File: src/rtl/sprite_pkg.sv
// Shared definitions for the sprite motion scheduler: FSM states, engine
// offsets, config register map and default playfield limits.
package sprite_pkg;

    typedef enum logic [2:0] {
        S_IDLE,
        S_CALC0,
        S_WR0,
        S_CALC1,
        S_WR1,
        S_HOST,
        S_DONE
    } state_t;

    localparam logic [5:0] ENG_SPR0_POS = 6'h04;
    localparam logic [5:0] ENG_SPR1_POS = 6'h1A;

    localparam logic [2:0] CFG_CTRL = 3'd0;
    localparam logic [2:0] CFG_POS0 = 3'd1;
    localparam logic [2:0] CFG_VEL0 = 3'd2;
    localparam logic [2:0] CFG_POS1 = 3'd3;
    localparam logic [2:0] CFG_VEL1 = 3'd4;

    localparam int XMAX_DEF = 244;
    localparam int YMAX_DEF = 180;

endpackage

File: src/rtl/sprite_axis_step.sv
// One-axis bounce step: moves pos by a signed 4-bit velocity and reflects the
// velocity when the result would leave [0, max_pos].
module sprite_axis_step (
    input  logic        [7:0] pos,
    input  logic signed [3:0] vel,
    input  logic        [7:0] max_pos,
    output logic        [7:0] pos_next,
    output logic signed [3:0] vel_next
);

    // -(-8) does not fit in 4 bits, so it clamps to +7.
    function automatic logic signed [3:0] neg_sat(input logic signed [3:0] v);
        if (v == -4'sd8) begin
            return 4'sd7;
        end
        return -v;
    endfunction

    logic signed [9:0] n;
    logic signed [9:0] lim;

    assign n   = $signed({2'b00, pos}) + $signed({{6{vel[3]}}, vel});
    assign lim = $signed({2'b00, max_pos});

    always_comb begin
        pos_next = pos;
        vel_next = vel;
        if (vel != 4'sd0) begin
            if (n < 10'sd0) begin
                pos_next = 8'd0;
                vel_next = neg_sat(vel);
            end else if (n > lim) begin
                pos_next = max_pos;
                vel_next = neg_sat(vel);
            end else begin
                pos_next = n[7:0];
            end
        end
    end

endmodule

File: src/rtl/sprite_motion_sched.sv
// Frame-divided sprite position updater with bounce, sharing a valid/ready
// engine write port with host-originated writes.
module sprite_motion_sched
    import sprite_pkg::*;
#(
    parameter int XMAX = XMAX_DEF,
    parameter int YMAX = YMAX_DEF
) (
    input  logic        clk,
    input  logic        rst,
    input  logic        frame_tick,
    input  logic        cfg_we,
    input  logic [2:0]  cfg_addr,
    input  logic [15:0] cfg_wdata,
    input  logic        host_valid,
    output logic        host_ready,
    input  logic [5:0]  host_addr,
    input  logic [15:0] host_data,
    output logic        eng_valid,
    input  logic        eng_ready,
    output logic [5:0]  eng_addr,
    output logic [15:0] eng_data,
    output logic [15:0] pos0,
    output logic [15:0] pos1,
    output logic        done,
    output logic        overrun
);

    localparam logic [7:0] XMAX_B = 8'(XMAX);
    localparam logic [7:0] YMAX_B = 8'(YMAX);

    state_t      state, state_nxt;
    logic        en0, en1, pend;
    logic [3:0]  div, fcnt;
    logic [7:0]  vel0, vel1;
    logic [15:0] pos0_nxt, pos1_nxt;
    logic [7:0]  vel0_nxt, vel1_nxt;
    logic [7:0]  nx0, ny0, nx1, ny1;
    logic signed [3:0] nvx0, nvy0, nvx1, nvy1;
    logic        tick_hit, ctrl_wr;

    assign tick_hit = frame_tick && (fcnt == div);
    assign ctrl_wr  = cfg_we && (cfg_addr == CFG_CTRL);

    sprite_axis_step u_s0x (.pos(pos0[7:0]),  .vel(vel0[3:0]), .max_pos(XMAX_B), .pos_next(nx0), .vel_next(nvx0));
    sprite_axis_step u_s0y (.pos(pos0[15:8]), .vel(vel0[7:4]), .max_pos(YMAX_B), .pos_next(ny0), .vel_next(nvy0));
    sprite_axis_step u_s1x (.pos(pos1[7:0]),  .vel(vel1[3:0]), .max_pos(XMAX_B), .pos_next(nx1), .vel_next(nvx1));
    sprite_axis_step u_s1y (.pos(pos1[15:8]), .vel(vel1[7:4]), .max_pos(YMAX_B), .pos_next(ny1), .vel_next(nvy1));

    // Computed motion first, then a same-cycle config write overrides it.
    always_comb begin
        pos0_nxt = pos0;
        vel0_nxt = vel0;
        pos1_nxt = pos1;
        vel1_nxt = vel1;
        if (state == S_CALC0 && en0) begin
            pos0_nxt = {ny0, nx0};
            vel0_nxt = {nvy0, nvx0};
        end
        if (state == S_CALC1 && en1) begin
            pos1_nxt = {ny1, nx1};
            vel1_nxt = {nvy1, nvx1};
        end
        if (cfg_we) begin
            case (cfg_addr)
                CFG_POS0: pos0_nxt = cfg_wdata;
                CFG_VEL0: vel0_nxt = cfg_wdata[7:0];
                CFG_POS1: pos1_nxt = cfg_wdata;
                CFG_VEL1: vel1_nxt = cfg_wdata[7:0];
                default:  ;
            endcase
        end
    end

    always_comb begin
        state_nxt  = state;
        host_ready = 1'b0;
        eng_valid  = 1'b0;
        done       = 1'b0;
        case (state)
            S_IDLE: begin
                if (pend) begin
                    state_nxt = S_CALC0;
                end else if (host_valid) begin
                    host_ready = 1'b1;
                    state_nxt  = S_HOST;
                end
            end
            S_CALC0: state_nxt = en0 ? S_WR0 : S_CALC1;
            S_WR0: begin
                eng_valid = 1'b1;
                if (eng_ready) state_nxt = S_CALC1;
            end
            S_CALC1: state_nxt = en1 ? S_WR1 : S_DONE;
            S_WR1: begin
                eng_valid = 1'b1;
                if (eng_ready) state_nxt = S_DONE;
            end
            S_HOST: begin
                eng_valid = 1'b1;
                if (eng_ready) state_nxt = S_IDLE;
            end
            S_DONE: begin
                done      = 1'b1;
                state_nxt = S_IDLE;
            end
            default: state_nxt = S_IDLE;
        endcase
    end

    always_ff @(posedge clk) begin
        if (rst) begin
            state    <= S_IDLE;
            en0      <= 1'b0;
            en1      <= 1'b0;
            div      <= 4'd0;
            fcnt     <= 4'd0;
            pend     <= 1'b0;
            overrun  <= 1'b0;
            pos0     <= 16'd0;
            pos1     <= 16'd0;
            vel0     <= 8'd0;
            vel1     <= 8'd0;
            eng_addr <= 6'd0;
            eng_data <= 16'd0;
        end else begin
            state <= state_nxt;
            pos0  <= pos0_nxt;
            pos1  <= pos1_nxt;
            vel0  <= vel0_nxt;
            vel1  <= vel1_nxt;
            if (ctrl_wr) begin
                en0 <= cfg_wdata[0];
                en1 <= cfg_wdata[1];
                div <= cfg_wdata[7:4];
            end
            if (frame_tick) begin
                fcnt <= tick_hit ? 4'd0 : fcnt + 4'd1;
            end
            // A new scheduled tick re-arms pend even in the cycle IDLE consumes it.
            if (tick_hit) begin
                pend <= 1'b1;
            end else if (state == S_IDLE) begin
                pend <= 1'b0;
            end
            if (ctrl_wr && cfg_wdata[8]) overrun <= 1'b0;
            if (tick_hit && pend)        overrun <= 1'b1;
            // Engine address/data are captured on entry to a write state so they
            // cannot move while the engine is stalling.
            case (state)
                S_IDLE: begin
                    if (!pend && host_valid) begin
                        eng_addr <= host_addr;
                        eng_data <= host_data;
                    end
                end
                S_CALC0: begin
                    if (en0) begin
                        eng_addr <= ENG_SPR0_POS;
                        eng_data <= pos0_nxt;
                    end
                end
                S_CALC1: begin
                    if (en1) begin
                        eng_addr <= ENG_SPR1_POS;
                        eng_data <= pos1_nxt;
                    end
                end
                default: ;
            endcase
        end
    end

endmodule

File: config.mk
export PLATFORM = sky130hd
export DESIGN_NAME = sprite_motion_sched
export DESIGN_NICKNAME = d
export VERILOG_FILES = /design/src/rtl/sprite_pkg.sv /design/src/rtl/sprite_axis_step.sv /design/src/rtl/sprite_motion_sched.sv
export SDC_FILE = /design/constraint.sdc
export NUM_CORES = 1
export LEC_CHECK = 0
export ABC_AREA = 1
export BUFFER_PORTS_ARGS = -buffer_cell sky130_fd_sc_hd__buf_4
export CORE_ASPECT_RATIO = 0.6
export CORE_UTILIZATION = 53
export CTS_CLUSTER_SIZE = 16
export DETAILED_ROUTE_END_ITERATION = 16
export GPL_ROUTABILITY_DRIVEN = 1
export PLACE_DENSITY = 0.78
export SETUP_SLACK_MARGIN = 0.5
export SLEW_MARGIN = 20
export SYNTH_ARGS = -nofsm -noshare
export SYNTH_HDL_FRONTEND = slang
export SYNTH_SLANG_ARGS = --single-unit
File: constraint.sdc
create_clock -name clk -period 2.35 [get_ports clk]
set_input_delay 0.47 -clock clk [delete_from_list [all_inputs] [get_ports clk]]
set_output_delay 0.47 -clock clk [all_outputs]
set_load 0.02 [all_outputs]
==> impl_metrics.tcl <==
set metrics [dict create \
    path_cells "ha_1, nand2_1, nand2_1, a21oi_1, nand3_1, nand2_1, nand2_1, nand2_2, inv_2, nand2_1, nand2_2, nand2_2, nor2_2, nor2_1, nor2_1" \
    p_leak_nw 4.96 \
    gp_congestion 0.989 \
    p_per_area_nw_per_um2 617 \
    clk_latency_ns 0.35 \
    grt_pass1_wl_um 39300 \
    synth_area_leader_cell "dfxtp_1" \
    fmax_ghz 0.374 \
    critPathTopFamily "simple AND/OR/NAND/NOR gates" \
    min_path_type "in -> reg" \
    required_ns 2.58 \
    min_period_over_period_pct 114 \
    areaGrowthSynthToFinish_pct 53.7 \
    die_area_um2 13100 \
    clockRootBuffer "clkbuf_16" \
    worstMarginPinSlew_ns 0.643 \
    setup_ws_ns -0.325 \
    cts.clk_slew.worst_paths_ns 0.07 \
    final_core_util_pct 84.2 \
    maxCapViolCount 0 \
    postSynthAreaPerCell_um2 6.04 \
    violations "negative setup slack" \
    chipWidth_um 147 \
    crit_path_end_kind "register" \
    met2_usage_pct 58.5 \
    finalSetupViolations 34 \
    synth_seq_cells 85 \
    rsz0062_at_grt "yes" \
    status "finished with violations" \
    worst_r2r_path_depth 15 \
    place_ws_ns -0.0873 \
    synth_area_leaders "dfxtp_1 26%, nand2_1 17%, a21oi_1 7.9%, nand3_1 7.8%, ha_1 7.7%" \
    wl_um 30200 \
    io_pins 105 \
    ys_types 43 \
    synth_top_area_share_pct 25.5 \
    synth-edff-count 0 \
    seq_area_um2 1770 \
    critical_path_buf_inv_count 1 \
    grt_max_degree 47 \
    rr_startpoint "pos0[6]" \
    cts-buffers-inserted 9 \
    vias_per_cell 6.16 \
    p_comb_share_pct 46.0 \
    synth_top_flop_cell "dfxtp_1" \
    grtUsageTotal_pct 38.9 \
    finalMaxSlewViolations 0 \
    synth_fp_nets 1197 \
    use_met3_pct 9.80 \
    synthArstFlopShare_pct 0 \
    overflow 0 \
    finalSetupTns_ns -3.94 \
    critPathLaunchType "register" \
    cp_data_arrival_time_ns 2.90 \
    crit_path_start "pos0[6]" \
    timing.rr.end "eng_data[2]" \
    syn_inst 1105 \
    fillCellCount 732 \
    drt_first_iter_violations 1131 \
    num_vias 9115 \
    clock_path_buffers 2 \
    die_y_um 88.9 \
    power_frac_seq_pct 30.3 \
    r2r_setup_slack_ns -0.33 \
    multi_input_area_um2 5450 \
    start_util_pct 54.8 \
    worstPathMaxFanout 5 \
    clock_skew_ns 0.00837 \
    fin_crit_ns 2.68 \
    final_layout_size_suffix_gt1_share_pct 41.4 \
    p_int_mw 3.73 \
    worst_path_most_repeated_cell "nand2_1" \
    synth.most_common_cell "nand2_1" \
    core_area_um2 12200 \
    final-hold-violation-count 0 \
    netSwitchingPower_mw 2.60 \
    ant_nets 0 \
    synth_warnings 0 \
    grt_pass1_vias 7558 \
    top_usage_layer "met2" \
    cp-endpoint "eng_data[2]" \
    drt_first_pass_iters 6 \
    diodes 0 \
    post_drt_wl_per_cell_um 20.4 \
    max_stage_delay_ns 0.43 \
    io_buffers 104 \
    drc_errors 0 \
    dp_hpwl_um 17900 \
    clock_sinks 85 \
    maxSlewHeadroom_pct 57.2 \
    antenna_found_initial 0 \
    peakVddDrop_uv 778 \
    cpMaxStageDelayCell "dfxtp_1" \
    synth_commonest_cells "303 x nand2_1, 132 x inv_1, 116 x nor2_1, 105 x a21oi_1, 104 x nand3_1" \
    fin_nets 1404 \
    htree_levels 3 \
    cts_tree "yes" \
    holdWs_ns 0.396 \
    grtUsageMet1_pct 54.8 \
    p_clk_share_pct 23.8 \
    crit_type "reg -> reg" \
    p_sw_share_pct 41.0 \
    rows 31 \
    seq_area_frac_synth_pct 25.5 \
    path_depth 15 \
    netlist_area_um2 6670 \
]
-- how the worst min path moves through the flow --
stage                        to          from  cells after the start
finish              eng_addr[5]  host_addr[5]                      3
global route        eng_addr[4]  host_addr[4]                      3
CTS                 eng_addr[5]  host_addr[5]                      3
detailed placement  eng_addr[5]   eng_addr[5]                      2
global placement    eng_addr[0]   eng_addr[0]                      2
floorplan               overrun          pend                      2
-- layer usage --
metal / vias up / share of wire [%]
met1: 4094 / 39
met3: 222 / 14
met4: 0 / 6.0
li1: 4006 / -
met2: 793 / 42
met5: - / 0
-- cell type report --
type | count | share of cell area (%)
Sequential cell | 85 | 17.3
Inverter | 158 | 6.20
Multi-Input combinational cell | 832 | 53.1
Clock buffer | 11 | 2.68
Clock inverter | 3 | 0.256
Tap cell | 165 | 2.01
Timing Repair Buffer | 226 | 18.4
-- timing repair --
action	in CTS	in global routing
gates resized for setup	146	136
hold buffers	0	0
setup endpoints to repair	67	73
pin swaps	81	72
buffers inserted	39	32
gates cloned	0	1
-- cells in the final DEF, fill, tap and decap left out, types with 4 or more instances in the layout --
| cell type | synthesis | layout |
|---|---|---|
| nand2_1 | 303 | 227 |
| buf_4 | 0 | 192 |
| inv_1 | 132 | 123 |
| nor2_1 | 116 | 96 |
| a21oi_1 | 105 | 88 |
| nand2_2 | 7 | 65 |
| nand3_1 | 104 | 59 |
| dfxtp_1 | 85 | 49 |
| nand3_2 | 2 | 42 |
| o21ai_0 | 38 | 35 |
| buf_6 | 1 | 26 |
| dfxtp_2 | 0 | 26 |
| nand4_1 | 24 | 24 |
| inv_2 | 21 | 22 |
| ha_4 | 0 | 21 |
| ha_1 | 41 | 19 |
| nand2_4 | 1 | 16 |
| a21oi_2 | 0 | 16 |
| nor2_4 | 5 | 13 |
| nor2_2 | 0 | 12 |
| o21ai_2 | 4 | 12 |
| clkbuf_16 | 0 | 12 |
| nand3b_1 | 10 | 10 |
| dfxtp_4 | 0 | 10 |
| o21ai_1 | 21 | 9 |
| o21ai_4 | 1 | 8 |
| nor3_1 | 12 | 8 |
| clkinv_4 | 0 | 5 |
| nand3_4 | 0 | 5 |
| buf_12 | 0 | 5 |
| nor3_2 | 0 | 4 |
| inv_4 | 0 | 4 |
| o211ai_1 | 4 | 4 |
| a31oi_1 | 5 | 4 |
| fa_2 | 0 | 4 |
-- cells by family (layout without fill, tap and decap cells) --
group | Yosys count | count (layout) | synth area share, %
AO/OA/AOI/OAI | 188 | 188 | 15.4
adder cells (fa/ha/maj) | 45 | 45 | 8.89
buffers and inverters | 188 | 398 | 10.8
XOR/XNOR | 6 | 6 | 0.788
AND/OR/NAND/NOR | 593 | 593 | 38.6
flip-flops | 85 | 85 | 25.5
-- power by group through the flow --
| stage | sequential, mW | combinational [mW] | clock [mW] |
|---|---|---|---|
| after floorplan | 2.10 | 1.15 | 0 |
| after global placement | 1.91 | 2.15 | 0 |
| after detailed placement | 1.90 | 2.18 | 0 |
| after CTS | 1.89 | 2.46 | 1.47 |
| after global routing | 1.92 | 3.06 | 1.56 |
| final | 1.92 | 2.91 | 1.50 |
-- worst min-delay path: stages --
cell	delay [ns]
buf_4	0.11
nand3_1	0.07
a21oi_1	0.06
-- through the flow --
| stage | power [mW] | cell area (um2) | std cells |
|---|---|---|---|
| after floorplan | 3.25 | 6980 | 1105 |
| after global placement | 4.06 | 8260 | 1394 |
| after detailed placement | 4.09 | 8260 | 1394 |
| after CTS | 5.82 | 9500 | 1447 |
| after global routing | 6.54 | 10300 | 1480 |
| final | 6.33 | 10300 | 1480 |
-- state kept, by name, indices dropped and copies added (netlist names) --
name      flops
div           4
en0           1
en1           1
eng_addr      6
eng_data     16
fcnt          4
overrun       1
pend          1
pos0         16
pos1         16
state         3
vel0          8
vel1          8
Power figures use the tool's default switching activity.
